<file path="src/rtl/alu_pkg.sv">
// Shared ALU definitions: datapath widths, funct codes and the arbiter FSM encoding.
package alu_pkg;
    localparam int WORD_SIZE = 16;
    localparam int FUNCT_W   = 4;

    localparam logic [FUNCT_W-1:0] FUNCT_AND = 4'b0000;
    localparam logic [FUNCT_W-1:0] FUNCT_OR  = 4'b0001;
    localparam logic [FUNCT_W-1:0] FUNCT_XOR = 4'b0010;
    localparam logic [FUNCT_W-1:0] FUNCT_NOT = 4'b0011;
    localparam logic [FUNCT_W-1:0] FUNCT_ADD = 4'b0100;
    localparam logic [FUNCT_W-1:0] FUNCT_MUL = 4'b0101;
    localparam logic [FUNCT_W-1:0] FUNCT_SUB = 4'b0110;
    localparam logic [FUNCT_W-1:0] FUNCT_NOP = 4'b0111;
    localparam logic [FUNCT_W-1:0] FUNCT_SHL = 4'b1000;
    localparam logic [FUNCT_W-1:0] FUNCT_SHR = 4'b1001;
    localparam logic [FUNCT_W-1:0] FUNCT_EQZ = 4'b1010;

    typedef enum logic [1:0] {
        ST_IDLE  = 2'b00,
        ST_ISSUE = 2'b01,
        ST_WAIT  = 2'b10,
        ST_RESP  = 2'b11
    } arb_state_t;

    // Only the arithmetic functs refresh the ALU's overflow flag; for the rest it is stale.
    function automatic logic funct_sets_ovf(input logic [FUNCT_W-1:0] f);
        return (f == FUNCT_ADD) || (f == FUNCT_MUL) || (f == FUNCT_SUB);
    endfunction
endpackage

</file>
<file path="src/rtl/alu_share_arbiter_if.sv">
// One requester's op request channel plus its result return channel.
interface alu_share_arbiter_if #(
    parameter int WORD_SIZE = alu_pkg::WORD_SIZE,
    parameter int FUNCT_W   = alu_pkg::FUNCT_W
);
    logic                 valid;
    logic                 ready;
    logic [FUNCT_W-1:0]   funct;
    logic [WORD_SIZE-1:0] a;
    logic [WORD_SIZE-1:0] b;
    logic [WORD_SIZE-1:0] imm;
    logic                 alusrc;
    logic                 rsp_valid;
    logic                 rsp_ready;
    logic [WORD_SIZE-1:0] rsp_result;
    logic                 rsp_zero;
    logic                 rsp_overflow;

    modport master (
        output valid, funct, a, b, imm, alusrc, rsp_ready,
        input  ready, rsp_valid, rsp_result, rsp_zero, rsp_overflow
    );

    modport slave (
        input  valid, funct, a, b, imm, alusrc, rsp_ready,
        output ready, rsp_valid, rsp_result, rsp_zero, rsp_overflow
    );
endinterface

</file>
<file path="src/rtl/alu_share_arbiter_rr_arb2.sv">
// Two-way request picker. Round-robin by default; ALU_ARB_FIXED_PRIO_EN gives req1 fixed priority.
module rr_arb2 (
    input  logic clk,
    input  logic rst,
    input  logic i_req0,
    input  logic i_req1,
    input  logic i_en,
    output logic o_gnt0,
    output logic o_gnt1
);
`ifdef ALU_ARB_FIXED_PRIO_EN
    logic w_unused_clk_rst;
    assign w_unused_clk_rst = clk ^ rst;

    assign o_gnt1 = i_en & i_req1;
    assign o_gnt0 = i_en & i_req0 & ~i_req1;
`else
    logic r_rr_last;

    // On a tie the requester that did not win last time is granted.
    assign o_gnt0 = i_en & i_req0 & (~i_req1 | r_rr_last);
    assign o_gnt1 = i_en & i_req1 & (~i_req0 | ~r_rr_last);

    always_ff @(posedge clk) begin
        if (rst) begin
            r_rr_last <= 1'b1;
        end else if (o_gnt0 | o_gnt1) begin
            r_rr_last <= o_gnt1;
        end
    end
`endif
endmodule

</file>
<file path="src/rtl/alu_share_arbiter.sv">
// Shares one registered ALU between two requesters: arbitrate, issue one cycle, capture, respond.
// Optional build macro ALU_ARB_FIXED_PRIO_EN: req1 always wins ties instead of round-robin.
module alu_share_arbiter #(
    parameter int WORD_SIZE = alu_pkg::WORD_SIZE,
    parameter int FUNCT_W   = alu_pkg::FUNCT_W
) (
    input  logic                 clk,
    input  logic                 rst,
    alu_share_arbiter_if.slave   req0,
    alu_share_arbiter_if.slave   req1,
    output logic                 o_alu_en,
    output logic [FUNCT_W-1:0]   o_alu_funct,
    output logic [WORD_SIZE-1:0] o_alu_in1,
    output logic [WORD_SIZE-1:0] o_alu_reg_in2,
    output logic [WORD_SIZE-1:0] o_alu_imm_in2,
    output logic                 o_alu_alusrc,
    input  logic [WORD_SIZE-1:0] i_alu_result,
    input  logic                 i_alu_overflow
);
    import alu_pkg::*;

    arb_state_t           r_state;
    arb_state_t           w_state_nxt;
    logic                 r_owner;
    logic [FUNCT_W-1:0]   r_funct;
    logic [WORD_SIZE-1:0] r_a;
    logic [WORD_SIZE-1:0] r_b;
    logic [WORD_SIZE-1:0] r_imm;
    logic                 r_alusrc;
    logic [WORD_SIZE-1:0] r_result;
    logic                 r_zero;
    logic                 r_ovf;
    logic                 w_gnt0;
    logic                 w_gnt1;
    logic                 w_accept;
    logic                 w_rsp_hs;

    rr_arb2 u_arb (
        .clk    (clk),
        .rst    (rst),
        .i_req0 (req0.valid),
        .i_req1 (req1.valid),
        .i_en   (r_state == ST_IDLE),
        .o_gnt0 (w_gnt0),
        .o_gnt1 (w_gnt1)
    );

    assign w_accept = w_gnt0 | w_gnt1;
    assign w_rsp_hs = (r_state == ST_RESP) && (r_owner ? req1.rsp_ready : req0.rsp_ready);

    assign req0.ready        = w_gnt0;
    assign req1.ready        = w_gnt1;
    assign req0.rsp_valid    = (r_state == ST_RESP) && !r_owner;
    assign req1.rsp_valid    = (r_state == ST_RESP) && r_owner;
    assign req0.rsp_result   = r_result;
    assign req1.rsp_result   = r_result;
    assign req0.rsp_zero     = r_zero;
    assign req1.rsp_zero     = r_zero;
    assign req0.rsp_overflow = r_ovf;
    assign req1.rsp_overflow = r_ovf;

    // Operands stay parked on the ALU inputs; alu_en alone qualifies them.
    assign o_alu_funct   = r_funct;
    assign o_alu_in1     = r_a;
    assign o_alu_reg_in2 = r_b;
    assign o_alu_imm_in2 = r_imm;
    assign o_alu_alusrc  = r_alusrc;

    always_comb begin
        w_state_nxt = r_state;
        o_alu_en    = 1'b0;
        case (r_state)
            ST_IDLE:  if (w_accept) w_state_nxt = ST_ISSUE;
            ST_ISSUE: begin
                o_alu_en    = 1'b1;
                w_state_nxt = ST_WAIT;
            end
            ST_WAIT:  w_state_nxt = ST_RESP;
            ST_RESP:  if (w_rsp_hs) w_state_nxt = ST_IDLE;
            default:  w_state_nxt = ST_IDLE;
        endcase
    end

    always_ff @(posedge clk) begin
        if (rst) begin
            r_state  <= ST_IDLE;
            r_owner  <= 1'b0;
            r_funct  <= '0;
            r_a      <= '0;
            r_b      <= '0;
            r_imm    <= '0;
            r_alusrc <= 1'b0;
            r_result <= '0;
            r_zero   <= 1'b0;
            r_ovf    <= 1'b0;
        end else begin
            r_state <= w_state_nxt;
            if (w_accept) begin
                r_owner  <= w_gnt1;
                r_funct  <= w_gnt1 ? req1.funct  : req0.funct;
                r_a      <= w_gnt1 ? req1.a      : req0.a;
                r_b      <= w_gnt1 ? req1.b      : req0.b;
                r_imm    <= w_gnt1 ? req1.imm    : req0.imm;
                r_alusrc <= w_gnt1 ? req1.alusrc : req0.alusrc;
            end
            // The ALU registered its result at the end of ISSUE, so it is valid here.
            if (r_state == ST_WAIT) begin
                r_result <= i_alu_result;
                r_zero   <= (i_alu_result == '0);
                r_ovf    <= funct_sets_ovf(r_funct) & i_alu_overflow;
            end
        end
    end
endmodule

</file>
<file path="src/flat_wrapper.sv">
// flat-port wrapper written by rule: the top's interface ports become plain ports
module alu_share_arbiter_flat import alu_pkg::*;
#(
    parameter int WORD_SIZE = alu_pkg::WORD_SIZE,
    parameter int FUNCT_W   = alu_pkg::FUNCT_W
)
  (clk, rst, o_alu_en, o_alu_funct, o_alu_in1, o_alu_reg_in2, o_alu_imm_in2, o_alu_alusrc, i_alu_result, i_alu_overflow, req0_valid, req0_funct, req0_a, req0_b, req0_imm, req0_alusrc, req0_rsp_ready, req0_ready, req0_rsp_valid, req0_rsp_result, req0_rsp_zero, req0_rsp_overflow, req1_valid, req1_funct, req1_a, req1_b, req1_imm, req1_alusrc, req1_rsp_ready, req1_ready, req1_rsp_valid, req1_rsp_result, req1_rsp_zero, req1_rsp_overflow);
  alu_share_arbiter_if #(.WORD_SIZE(WORD_SIZE), .FUNCT_W(FUNCT_W)) req0_i ();
  alu_share_arbiter_if #(.WORD_SIZE(WORD_SIZE), .FUNCT_W(FUNCT_W)) req1_i ();
  input  logic clk;
  input  logic rst;
  output logic o_alu_en;
  output logic [FUNCT_W-1:0] o_alu_funct;
  output logic [WORD_SIZE-1:0] o_alu_in1;
  output logic [WORD_SIZE-1:0] o_alu_reg_in2;
  output logic [WORD_SIZE-1:0] o_alu_imm_in2;
  output logic o_alu_alusrc;
  input  logic [WORD_SIZE-1:0] i_alu_result;
  input  logic i_alu_overflow;
  input wire logic [$bits(req0_i.valid)-1:0] req0_valid;
  input wire logic [$bits(req0_i.funct)-1:0] req0_funct;
  input wire logic [$bits(req0_i.a)-1:0] req0_a;
  input wire logic [$bits(req0_i.b)-1:0] req0_b;
  input wire logic [$bits(req0_i.imm)-1:0] req0_imm;
  input wire logic [$bits(req0_i.alusrc)-1:0] req0_alusrc;
  input wire logic [$bits(req0_i.rsp_ready)-1:0] req0_rsp_ready;
  output wire logic [$bits(req0_i.ready)-1:0] req0_ready;
  output wire logic [$bits(req0_i.rsp_valid)-1:0] req0_rsp_valid;
  output wire logic [$bits(req0_i.rsp_result)-1:0] req0_rsp_result;
  output wire logic [$bits(req0_i.rsp_zero)-1:0] req0_rsp_zero;
  output wire logic [$bits(req0_i.rsp_overflow)-1:0] req0_rsp_overflow;
  input wire logic [$bits(req1_i.valid)-1:0] req1_valid;
  input wire logic [$bits(req1_i.funct)-1:0] req1_funct;
  input wire logic [$bits(req1_i.a)-1:0] req1_a;
  input wire logic [$bits(req1_i.b)-1:0] req1_b;
  input wire logic [$bits(req1_i.imm)-1:0] req1_imm;
  input wire logic [$bits(req1_i.alusrc)-1:0] req1_alusrc;
  input wire logic [$bits(req1_i.rsp_ready)-1:0] req1_rsp_ready;
  output wire logic [$bits(req1_i.ready)-1:0] req1_ready;
  output wire logic [$bits(req1_i.rsp_valid)-1:0] req1_rsp_valid;
  output wire logic [$bits(req1_i.rsp_result)-1:0] req1_rsp_result;
  output wire logic [$bits(req1_i.rsp_zero)-1:0] req1_rsp_zero;
  output wire logic [$bits(req1_i.rsp_overflow)-1:0] req1_rsp_overflow;
  assign req0_i.valid = req0_valid;
  assign req0_i.funct = req0_funct;
  assign req0_i.a = req0_a;
  assign req0_i.b = req0_b;
  assign req0_i.imm = req0_imm;
  assign req0_i.alusrc = req0_alusrc;
  assign req0_i.rsp_ready = req0_rsp_ready;
  assign req0_ready = req0_i.ready;
  assign req0_rsp_valid = req0_i.rsp_valid;
  assign req0_rsp_result = req0_i.rsp_result;
  assign req0_rsp_zero = req0_i.rsp_zero;
  assign req0_rsp_overflow = req0_i.rsp_overflow;
  assign req1_i.valid = req1_valid;
  assign req1_i.funct = req1_funct;
  assign req1_i.a = req1_a;
  assign req1_i.b = req1_b;
  assign req1_i.imm = req1_imm;
  assign req1_i.alusrc = req1_alusrc;
  assign req1_i.rsp_ready = req1_rsp_ready;
  assign req1_ready = req1_i.ready;
  assign req1_rsp_valid = req1_i.rsp_valid;
  assign req1_rsp_result = req1_i.rsp_result;
  assign req1_rsp_zero = req1_i.rsp_zero;
  assign req1_rsp_overflow = req1_i.rsp_overflow;
  alu_share_arbiter #(.WORD_SIZE(WORD_SIZE), .FUNCT_W(FUNCT_W)) u_core (.clk(clk), .rst(rst), .req0(req0_i), .req1(req1_i), .o_alu_en(o_alu_en), .o_alu_funct(o_alu_funct), .o_alu_in1(o_alu_in1), .o_alu_reg_in2(o_alu_reg_in2), .o_alu_imm_in2(o_alu_imm_in2), .o_alu_alusrc(o_alu_alusrc), .i_alu_result(i_alu_result), .i_alu_overflow(i_alu_overflow));
endmodule
</file>
<file path="config.mk">
export PLATFORM = sky130hd
export DESIGN_NAME = alu_share_arbiter_flat
export DESIGN_NICKNAME = d
export VERILOG_FILES = /design/src/rtl/alu_pkg.sv /design/src/rtl/alu_share_arbiter_if.sv /design/src/rtl/alu_share_arbiter_rr_arb2.sv /design/src/rtl/alu_share_arbiter.sv /design/src/flat_wrapper.sv
export SDC_FILE = /design/constraint.sdc
export NUM_CORES = 1
export LEC_CHECK = 0
export BUFFER_PORTS_ARGS = -buffer_cell sky130_fd_sc_hd__buf_2
export CAP_MARGIN = 20
export CORE_ASPECT_RATIO = 1.75
export CORE_UTILIZATION = 39
export DETAILED_ROUTE_END_ITERATION = 10
export GPL_ROUTABILITY_DRIVEN = 0
export GPL_TIMING_DRIVEN = 0
export PLACE_DENSITY_LB_ADDON = 0.12
export SLEW_MARGIN = 5
export SYNTH_ARGS = -nofsm -noshare
export SYNTH_HDL_FRONTEND = slang
export SYNTH_SLANG_ARGS = --single-unit
</file>
<file path="constraint.sdc">
create_clock -name clk -period 1.6 [get_ports clk]
set_clock_uncertainty 0.1 [all_clocks]
set_input_delay 0.16 -clock clk [delete_from_list [all_inputs] [get_ports clk]]
set_output_delay 0.16 -clock clk [all_outputs]
set_load 0.03 [all_outputs]
</file>
; Word level (Yosys, flattened, before mapping)
; Cells that the tools add are included.
[op_classes]
n_mux = 10
n_shift = 0
bitwise_logic = 11
multipliers = 0
n_addsub = 0
div = 0
eq_ne = 8
magnitude_cmp = 0
reduce_logical = 9
[op_table]
columns = cell, count
row1 = 16-bit 2-to-1 mux, 3
row2 = 16-bit logical NOT, 1
row3 = 4-bit by 3-bit equality test with 1-bit output (second input constant), 3
row4 = 2-bit case mux with 4 select lines, 1
row5 = 1-bit bitwise AND, 5
row6 = 2-bit equality test (second input constant), 2
row7 = 2-bit 2-to-1 mux, 2
row8 = 4-bit 2-to-1 mux, 1
row9 = 2-bit by 1-bit != test with 1-bit output (second input constant), 2
row10 = 1-bit logical AND, 3
row11 = 1-bit 2-to-1 mux, 3
row12 = 1-bit inverter, 3
row13 = 1-bit bitwise OR, 3
row14 = 2-bit by 1-bit equality test with 1-bit output (second input constant), 1
row15 = 2-bit logical NOT, 1
row16 = 1-bit logical OR, 2
row17 = 2-bit AND reduction, 1
row18 = 1-bit logical NOT, 1
[totals]
latch_bits = 0
elab_cells = 49
inputBits = 129
n_memories = 0
mem_bits_ro = 0
reg_bits = 75
ramBits = 0

; Longest topological paths before layout
; Gate-level depths: netlist of run 1.
[depth]
word_depth = 6
mapped_depth = 7

; By module
; From an unflattened synthesis of run 1, not the netlist that was laid out.
[hier_totals]
hier_cells = 346
hier_area_um2 = 3851.2
[by_module_without_submodules]
columns = module, area_per_inst_um2, cells_each, n_inst
row1 = alu_share_arbiter, 3792.4, 338, 1
row2 = rr_arb2, 58.8, 8, 1

; Worst setup path before layout of run 1
; No wires, ideal clock.
[synth_timing]
path_type = reg-to-output
from = reg u_core.r_state[0]
to = out req1_ready
path_stages_with_launch = 6
setup_slack_ns = -0.061
n_path_buf = 1
arrival_ns = 1.401
t_required_ns = 1.340
path_cell_list = dfxtp_1 -> inv_1 -> ha_1 -> nand2_1 -> buf_2 -> nor2_1
[synth_between]
elab_chain_cells = 3
[synth_rtl]
columns = item, line
row1 = start: declaration, alu_share_arbiter.sv:22  ; arb_state_t r_state;
row2 = start signal: assignment, alu_share_arbiter.sv:97  ; r_state <= w_state_nxt;
row3 = 2-bit logical NOT, alu_share_arbiter.sv:43  ; .i_en (r_state == ST_IDLE),
row4 = 1-bit bitwise AND (2 in a row), alu_share_arbiter_rr_arb2.sv:22  ; assign o_gnt1 = i_en & i_req1 & (~i_req0 | ~r_rr_last);
row5 = end: declaration, flat_wrapper.sv:39  ; output wire logic [$bits(req1_i.ready)-1:0] req1_ready;
; No other way between the ends.

; Final worst setup path of run 1
[layout_timing]
from = reg u_core.r_state[1]
to = out req1_ready
; Same word-level chain as after synthesis.

==> impl_metrics.sql, run 1 <==
INSERT INTO impl_metrics (metric_group, metric, value, unit) VALUES
('route', 'avg_vias_per_cell', '5.24', ''),
('grt', 'antenna_found_initial', '0', ''),
('final_layout', 'finish.instance_area', '6050', 'um^2'),
('yosys', 'dominantRegCellSynth', 'sky130_fd_sc_hd__dfxtp_1', ''),
('place', 'post-dp-hpwl', '9240', 'um'),
('job', 'max_cap_violations', '0', ''),
('floorplanning', 'floorplan.die.height', '130', 'um'),
('clock_tree', 'cts-buffers-inserted', '9', ''),
('final_layout', 'antenna_diode_count', '0', ''),
('power', 'leakagePower', '0.00281', 'uW'),
('timing', 'report.final.setup_viol', '4', ''),
('final_layout', 'layout.core_utilization', '66.9', '%'),
('final_layout', 'layout-drive-gt1-share', '47.1', '%'),
('timing', 'timing.final.max_slew_violations', '0', ''),
('yosys', 'post_synth_xor_area_fraction', '0', '%'),
('critical_path', 'critical_path_arrival', '1.35', 'ns'),
('timing', 'timing.final.ws_setup', '-0.0114', 'ns'),
('grt', 'grt_overflow', '0', ''),
('yosys', 'synthesis.area', '3630', 'um^2'),
('route', 'antenna_violating_nets_post_route', '0', ''),
('floorplanning', 'die-width', '75.0', 'um'),
('yosys', 'post_synthesis_share_of_cell_area_spent_on_full_adders_half_adders_and_majority_gates', '1.72', '%'),
('place', 'numPortBuffers', '222', ''),
('grt', 'grt_pass1_vias', '4144', ''),
('timing', 'final.period_utilization', '101', '%'),
('yosys', 'synth_cell_types', '29', ''),
('final_layout', 'nNetsFinal', '848', ''),
('clock_tree', 'cts_buffer_depth', '2', ''),
('critical_path', 'path_class', 'reg -> out', ''),
('timing', 'tightestPinTransition', '0.595', 'ns'),
('floorplanning', 'number_of_cell_rows', '46', ''),
('yosys', 'ys_seq_elements', '75', ''),
('route', 'drt_pre_antenna_iters', '4', ''),
('grt', 'groute.usage.overall', '26.3', '%'),
('grt', 'global_route_wire_length_before_repair', '19500', 'um'),
('place', 'pre_cts_slack', '-0.389', 'ns'),
('hold_path', 'hold_path.class', 'in -> reg', ''),
('yosys', 'synth.yosys.seq_area_share', '41.3', '%'),
('yosys', 'fraction_of_synthesized_area_in_multiplexers', '5.23', '%'),
('clock_tree', 'cts-root-buf', 'sky130_fd_sc_hd__clkbuf_16', ''),
('critical_path', 'setup.worst_path.start_class', 'flip-flop', ''),
('yosys', 'synth_most_common_cell', 'sky130_fd_sc_hd__dfxtp_1', ''),
('final_layout', 'fin_cells', '839', ''),
('status', 'failed_checks', 'hold timing, setup timing', ''),
('yosys', 'synth_top_family_by_area', 'compound AO/OA/AOI/OAI gates', ''),
('critical_path', 'end_kind', 'output pin', ''),
('yosys', 'synth.largest_area_cell', 'sky130_fd_sc_hd__dfxtp_1', ''),
('place', 'dpl.cell_count', '766', ''),
('route', 'routedWlPerCell', '15.8', 'um'),
('clock_tree', 'cts-htree-levels', '3', ''),
('timing', 'rsz_0062_raised_after_global_routing', 'true', ''),
('clock_tree', 'tritoncts', 'yes', ''),
('status', 'status', 'finished, violations left', ''),
('yosys', 'cells_after_synth', '424', ''),
('yosys', 'async_flop_share', '0', '%'),
('timing', 'fin_worst_hold_slack', '-0.00127', 'ns'),
('place', 'detailed_place.area', '4900', 'um^2'),
('yosys', 'syn-mean-instance-area', '8.57', 'um^2'),
('grt', 'largest_net_degree_at_the_start_of_global_routing', '13', ''),
('timing', 'final-hold-violation-count', '3', ''),
('route', 'drc', '0', ''),
('critical_path', 'cp_data_required_time', '1.34', 'ns'),
('floorplanning', 'core', '9040', 'um^2'),
('clock_tree', 'clock-sinks', '75', ''),
('timing', 'relative_max_transition_margin', '60.3', '%'),
('route', 'dr.first_iter.drc_count', '205', ''),
('yosys', 'ys_top_cells_by_area', 'sky130_fd_sc_hd__dfxtp_1 41%, sky130_fd_sc_hd__a311oi_1 12%, sky130_fd_sc_hd__nand3_1 7.4%, sky130_fd_sc_hd__nor2_1 7.4%, sky130_fd_sc_hd__o21ai_0 5.8%', ''),
('yosys', 'synth_commonest_cells', '75 x sky130_fd_sc_hd__dfxtp_1, 72 x sky130_fd_sc_hd__nor2_1, 54 x sky130_fd_sc_hd__nand3_1, 50 x sky130_fd_sc_hd__a311oi_1, 42 x sky130_fd_sc_hd__o21ai_0', ''),
('yosys', 'synthSimpleGateAreaFrac', '17.9', '%'),
('timing', 'max_clock_freq', '621', 'MHz'),
('floorplanning', 'design.die.area', '9720', 'um^2');
-- report_power, final --
group | internal [uW] | switching [uW] | leakage (uW)
Clock | 1410 | 780 | 0.000157
Combinational | 2350 | 3590 | 0.00203
Sequential | 2430 | 302 | 0.000620
-- per-stage QoR --
step	total power, uW	setup TNS (ns)
final	10900	-0.0198
after global routing	11500	-1.87
after CTS	10400	-0.229
after detailed placement	7690	-15.60
after global placement	7590	-13.34
after floorplan	6260	0
-- cells by family (layout without fill, tap and decap cells) --
logic type / after synthesis / in the layout
adder cells (fa/ha/maj): 5 / 5
buffers and inverters: 65 / 360
AND/OR/NAND/NOR: 144 / 144
multiplexers: 19 / 19
flip-flops: 75 / 75
AO/OA/AOI/OAI: 116 / 116
-- worst paths after layout --
kind              cells past startpoint                      end  slack (ns)                     from
hold reg to reg                       2  u_core.o_alu_reg_in2[7]        0.39  u_core.o_alu_reg_in2[7]
setup / recovery                      6               req1_ready       -0.01        u_core.r_state[1]
setup reg to reg                      7  u_core.o_alu_reg_in2[4]           0        u_core.r_state[1]
hold / removal                        3  u_core.o_alu_imm_in2[6]      -0.001              req1_imm[6]
-- registers in the layout (all words and copies together), names as in the netlist --
signal and count:
u_core.r_state 2, u_core.o_alu_alusrc 1, u_core.req0.rsp_result 16, u_core.o_alu_reg_in2 16, u_core.req0.rsp_zero 1, u_core.u_arb.r_rr_last 1
u_core.req0.rsp_overflow 1, u_core.r_owner 1, u_core.o_alu_in1 16, u_core.o_alu_imm_in2 16, u_core.o_alu_funct 4
-- repair_timing --
action                                  in CTS  in global routing
gates resized for setup                     35                 50
hold buffers                                40                  1
endpoints found under the setup margin      60                 56
gates cloned                                 2                  2
pin swaps                                    4                 19
setup buffers                                7                  6
endpoints found under the hold margin       39                  1
-- critical path, cell delays in order (launching register included) --
cell and delay, ns:
sky130_fd_sc_hd__dfxtp_2 0.34, sky130_fd_sc_hd__inv_2 0.07, sky130_fd_sc_hd__ha_4 0.18, sky130_fd_sc_hd__nand2_8 0.07, sky130_fd_sc_hd__buf_8 0.13, sky130_fd_sc_hd__nor2_4 0.08
sky130_fd_sc_hd__buf_6 0.13
-- cells in the final DEF (no fill, tap or decap), types with 11 or more instances in the layout --
cell,n
sky130_fd_sc_hd__mux2i_1,19
sky130_fd_sc_hd__nand3_1,51
sky130_fd_sc_hd__buf_2,228
sky130_fd_sc_hd__o21ai_1,16
sky130_fd_sc_hd__a311oi_2,17
sky130_fd_sc_hd__dlygate4sd3_1,41
sky130_fd_sc_hd__buf_6,11
sky130_fd_sc_hd__nor2_1,71
sky130_fd_sc_hd__dfxtp_1,72
sky130_fd_sc_hd__a311oi_1,36
sky130_fd_sc_hd__buf_4,40
sky130_fd_sc_hd__o21ai_0,39
-- final cells by class --
| class | count | area, um^2 |
|---|---|---|
| inverters | 3 | 13.8 |
| plain buffers | 61 | 503 |
| clock inverters | 4 | 73.8 |
| clock buffers | 12 | 246 |
| multi-input cells | 284 | 1870 |
| well taps | 120 | 150 |
| flip-flops and latches | 75 | 1510 |
| repair buffers | 280 | 1680 |
| fillers | 769 | 2990 |
-- per-layer routing --
layer  GRT usage (%)  vias up  part of all wire, %
met1            29.1     2049                   38
met3            6.77       30                  6.8
met2            46.3      203                   53
li1                -     2116                    -
met5               0        -                    0
met4            11.3        0                  2.8
(Power assumes the default switching activity.)
==> run 2, diff against run 1 <==
--- a/config.mk
+++ b/config.mk
@@ -8,7 +8,7 @@
 export BUFFER_PORTS_ARGS = -buffer_cell sky130_fd_sc_hd__buf_2
 export CAP_MARGIN = 20
 export CORE_ASPECT_RATIO = 1.75
-export CORE_UTILIZATION = 39
+export CORE_UTILIZATION = 40
 export DETAILED_ROUTE_END_ITERATION = 10
 export GPL_ROUTABILITY_DRIVEN = 0
 export GPL_TIMING_DRIVEN = 0
@@ -16,4 +16,5 @@
 export SLEW_MARGIN = 5
 export SYNTH_ARGS = -nofsm -noshare
 export SYNTH_HDL_FRONTEND = slang
+export SYNTH_HIERARCHICAL = 1
 export SYNTH_SLANG_ARGS = --single-unit
==> impl_metrics.sql, run 2 <==
INSERT INTO impl_metrics (metric_group, metric, value, unit) VALUES
('yosys', 'synth_commonest_cells', '75 x sky130_fd_sc_hd__dfxtp_1, 71 x sky130_fd_sc_hd__mux2i_1, 70 x sky130_fd_sc_hd__nor2_1, 49 x sky130_fd_sc_hd__mux2_4, 23 x sky130_fd_sc_hd__buf_4', ''),
('route', 'antenna_violating_nets_post_route', '0', ''),
('timing', 'final.min_clock_period', '1.83', 'ns'),
('critical_path', 'cp_num_buf_inv', '3', ''),
('yosys', 'syn-mean-instance-area', '11.1', 'um^2'),
('yosys', 'synth.largest_area_cell', 'sky130_fd_sc_hd__dfxtp_1', ''),
('critical_path', 'end_kind', 'flip-flop', ''),
('yosys', 'synth_cell_types', '30', ''),
('clock_tree', 'cts-htree-levels', '3', ''),
('job', 'max_cap_violations', '0', ''),
('place', 'numPortBuffers', '222', ''),
('hold_path', 'hold_path.class', 'in -> reg', ''),
('final_layout', 'mostFrequentLayoutCell', 'sky130_fd_sc_hd__buf_2', ''),
('final_layout', 'layout-drive-gt1-share', '53.3', '%'),
('timing', 'max_clock_freq', '545', 'MHz'),
('critical_path', 'crit_fanout', '10', ''),
('final_layout', 'antenna_diode_count', '0', ''),
('grt', 'global_route_wire_length_before_repair', '18000', 'um'),
('critical_path', 'timing.critical_path.slowest_cell_delay', '0.32', 'ns'),
('clock_tree', 'clock-sinks', '75', ''),
('status', 'status', 'finished, violations left', ''),
('route', 'dr.first_iter.drc_count', '56', ''),
('critical_path', 'setup.worst_path.start_class', 'flip-flop', ''),
('clock_tree', 'cts-buffers-inserted', '9', ''),
('yosys', 'dominantRegCellSynth', 'sky130_fd_sc_hd__dfxtp_1', ''),
('yosys', 'ys_top_cells_by_area', 'sky130_fd_sc_hd__dfxtp_1 39%, sky130_fd_sc_hd__mux2_4 19%, sky130_fd_sc_hd__mux2i_1 18%, sky130_fd_sc_hd__nor2_1 6.8%, sky130_fd_sc_hd__buf_4 4.5%', ''),
('timing', 'relative_max_transition_margin', '68.1', '%'),
('floorplanning', 'die-width', '76.2', 'um'),
('yosys', 'synthDominantCellAreaShare', '39.0', '%'),
('floorplanning', 'core', '9410', 'um^2'),
('final_layout', 'syn2layout_area_growth', '68.6', '%'),
('route', 'avg_vias_per_cell', '4.62', ''),
('route', 'drt_pre_antenna_iters', '6', ''),
('route', 'routed-via-count', '3672', ''),
('place', 'dpl.cell_count', '690', ''),
('final_layout', 'final_cell_mix', '219 x sky130_fd_sc_hd__buf_2, 73 x sky130_fd_sc_hd__dfxtp_1, 71 x sky130_fd_sc_hd__mux2i_1, 70 x sky130_fd_sc_hd__nor2_1, 68 x sky130_fd_sc_hd__dlygate4sd3_1', ''),
('yosys', 'synth_fp_nets', '480', ''),
('floorplanning', 'design.die.area', '10000', 'um^2'),
('yosys', 'synth_most_common_cell', 'sky130_fd_sc_hd__dfxtp_1', ''),
('yosys', 'ys_seq_elements', '75', ''),
('timing', 'tightestPinTransition', '0.479', 'ns'),
('timing', 'final.period_utilization', '115', '%'),
('grt', 'groute.usage.overall', '22.4', '%'),
('critical_path', 'cp_common_cell', 'sky130_fd_sc_hd__buf_12', ''),
('clock_tree', 'insertion_delay', '0.32', 'ns'),
('critical_path', 'critical_path.cell_chain', 'inv_2 -> ha_4 -> nand2_4 -> a21oi_4 -> buf_12 -> buf_12 -> mux2_4 -> mux2i_1 -> nor2_1', ''),
('timing', 'report.final.setup_viol', '58', ''),
('grt', 'largest_net_degree_at_the_start_of_global_routing', '13', ''),
('clock_tree', 'cts-root-buf', 'sky130_fd_sc_hd__clkbuf_16', ''),
('grt', 'grt_pass1_vias', '3798', ''),
('final_layout', 'fin_cells', '794', ''),
('route', 'drc', '0', ''),
('critical_path', 'timing.critical_path.slowest_stage_cell', 'sky130_fd_sc_hd__dfxtp_2', ''),
('critical_path', 'path_class', 'reg -> reg', ''),
('yosys', 'synthesis.area', '3850', 'um^2'),
('floorplanning', 'number_of_cell_rows', '47', ''),
('grt', 'antenna_found_initial', '0', ''),
('critical_path', 'critical_path_arrival', '1.93', 'ns'),
('final_layout', 'nNetsFinal', '801', ''),
('power', 'leakagePower', '0.00324', 'uW'),
('clock_tree', 'clkSlewWorstSetupHoldPaths', '0.06', 'ns'),
('grt', 'grt_overflow', '0', ''),
('critical_path', 'cpLargestDelayFamily', 'multiplexers', ''),
('timing', 'final-hold-violation-count', '0', ''),
('timing', 'setup-tns-final', '-10.58', 'ns'),
('yosys', 'async_flop_share', '0', '%'),
('status', 'failed_checks', 'setup timing', ''),
('yosys', 'synth_warnings', '6', ''),
('floorplanning', 'io_count', '223', ''),
('power', 'ir_drop', '0.000768', 'V'),
('yosys', 'synth-edff-count', '0', ''),
('critical_path', 'cp_data_required_time', '1.70', 'ns'),
('timing', 'timing.final.max_slew_violations', '0', ''),
('clock_tree', 'cts_buffer_depth', '2', ''),
('route', 'routedWlPerCell', '14.1', 'um'),
('floorplanning', 'floorplan.die.height', '132', 'um'),
('timing', 'rsz_0062_raised_after_global_routing', 'true', ''),
('yosys', 'synth.yosys.seq_area_share', '39.0', '%'),
('yosys', 'cells_after_synth', '346', ''),
('timing', 'fin_worst_hold_slack', '0.0140', 'ns'),
('floorplanning', 'floorplan.initialDensity', '40.9', '%'),
('power', 'power_per_cell_area', '1570', 'nW/um^2'),
('place', 'post-dp-hpwl', '7730', 'um'),
('timing', 'timing.final.ws_setup', '-0.233', 'ns'),
('route', 'detail_route.wirelength', '11200', 'um'),
('clock_tree', 'tritoncts', 'yes', ''),
('power', 'power.total', '10200', 'uW');
-- run 2: changes by cell type after synthesis, sizes merged, moves of 14 or more --
cell,change
o21ai,-54
a311oi,-53
mux2,+53
nand3,-53
mux2i,+52
buf,-14
-- run 2: path summary, 6_finish.rpt --
check | from | to | slack, ns | depth (start not counted)
worst min-delay path | i_alu_result[5] | u_core/req0.rsp_result[5] | 0.01 | 3
worst min register to register | u_core/req0.rsp_overflow | u_core/req0.rsp_overflow | 0.41 | 2
worst max register to register | u_core/r_state[0] | u_core/o_alu_reg_in2[1] | -0.23 | 9
worst max-delay path | u_core/r_state[0] | u_core/o_alu_reg_in2[1] | -0.23 | 9
-- run 2: cells by family (layout without fill, tap and decap cells) --
logic type               Yosys count  in the layout  synth area share (%)
AO/OA/AOI/OAI                     11             11                  1.98
adder cells (fa/ha/maj)            5              5                  1.62
buffers and inverters             45            371                  9.06
flip-flops                        75             75                  39.0
multiplexers                     124            124                  38.7
AND/OR/NAND/NOR                   86             86                  9.62
-- run 2: routing by layer --
metal / GRT usage (%) / vias up / wire length, um
met3: 5.19 / 15 / 609
li1: - / 1807 / -
met1: 22.4 / 1715 / 4200
met4: 6.84 / 0 / 191
met2: 44.4 / 135 / 6210
met5: 0 / - / 0
-- run 2: area by class of cell --
class / count / area [um^2]
fillers: 742 / 2920
multi-input cells: 226 / 2080
repair buffers: 310 / 2020
flip-flops and latches: 75 / 1510
plain buffers: 40 / 362
clock buffers: 12 / 246
well taps: 122 / 153
clock inverters: 4 / 97.6
inverters: 5 / 21.3
-- run 2: what timing repair did --
action	CTS	global route
hold buffers	68	0
endpoints found under the setup margin	57	62
cloned	1	1
endpoints found under the hold margin	68	0
pin swaps	1	0
buffers inserted	12	7
resized for setup	21	10
-- run 2: power by group --
part | switching, uW | internal [uW]
Sequential | 241 | 2290
Combinational | 2610 | 2750
Clock | 750 | 1570
Total | 3600 | 6610
-- run 2: per-stage QoR --
step	util, %	instance area [um^2]	worst slack [ns]
6_report	69.0	6490	-0.233
2_1_floorplan	-	3910	-0.281
3_3_place_gp	55.0	5180	-0.267
5_1_grt	69.0	6490	-0.324
3_5_place_dp	55.0	5180	-0.284
4_1_cts	68.0	6400	-0.256
-- run 2: tightest hold or removal path: stages --
cell and delay [ns]:
sky130_fd_sc_hd__buf_2 0.09, sky130_fd_sc_hd__mux2i_1 0.06, sky130_fd_sc_hd__nor2_1 0.08
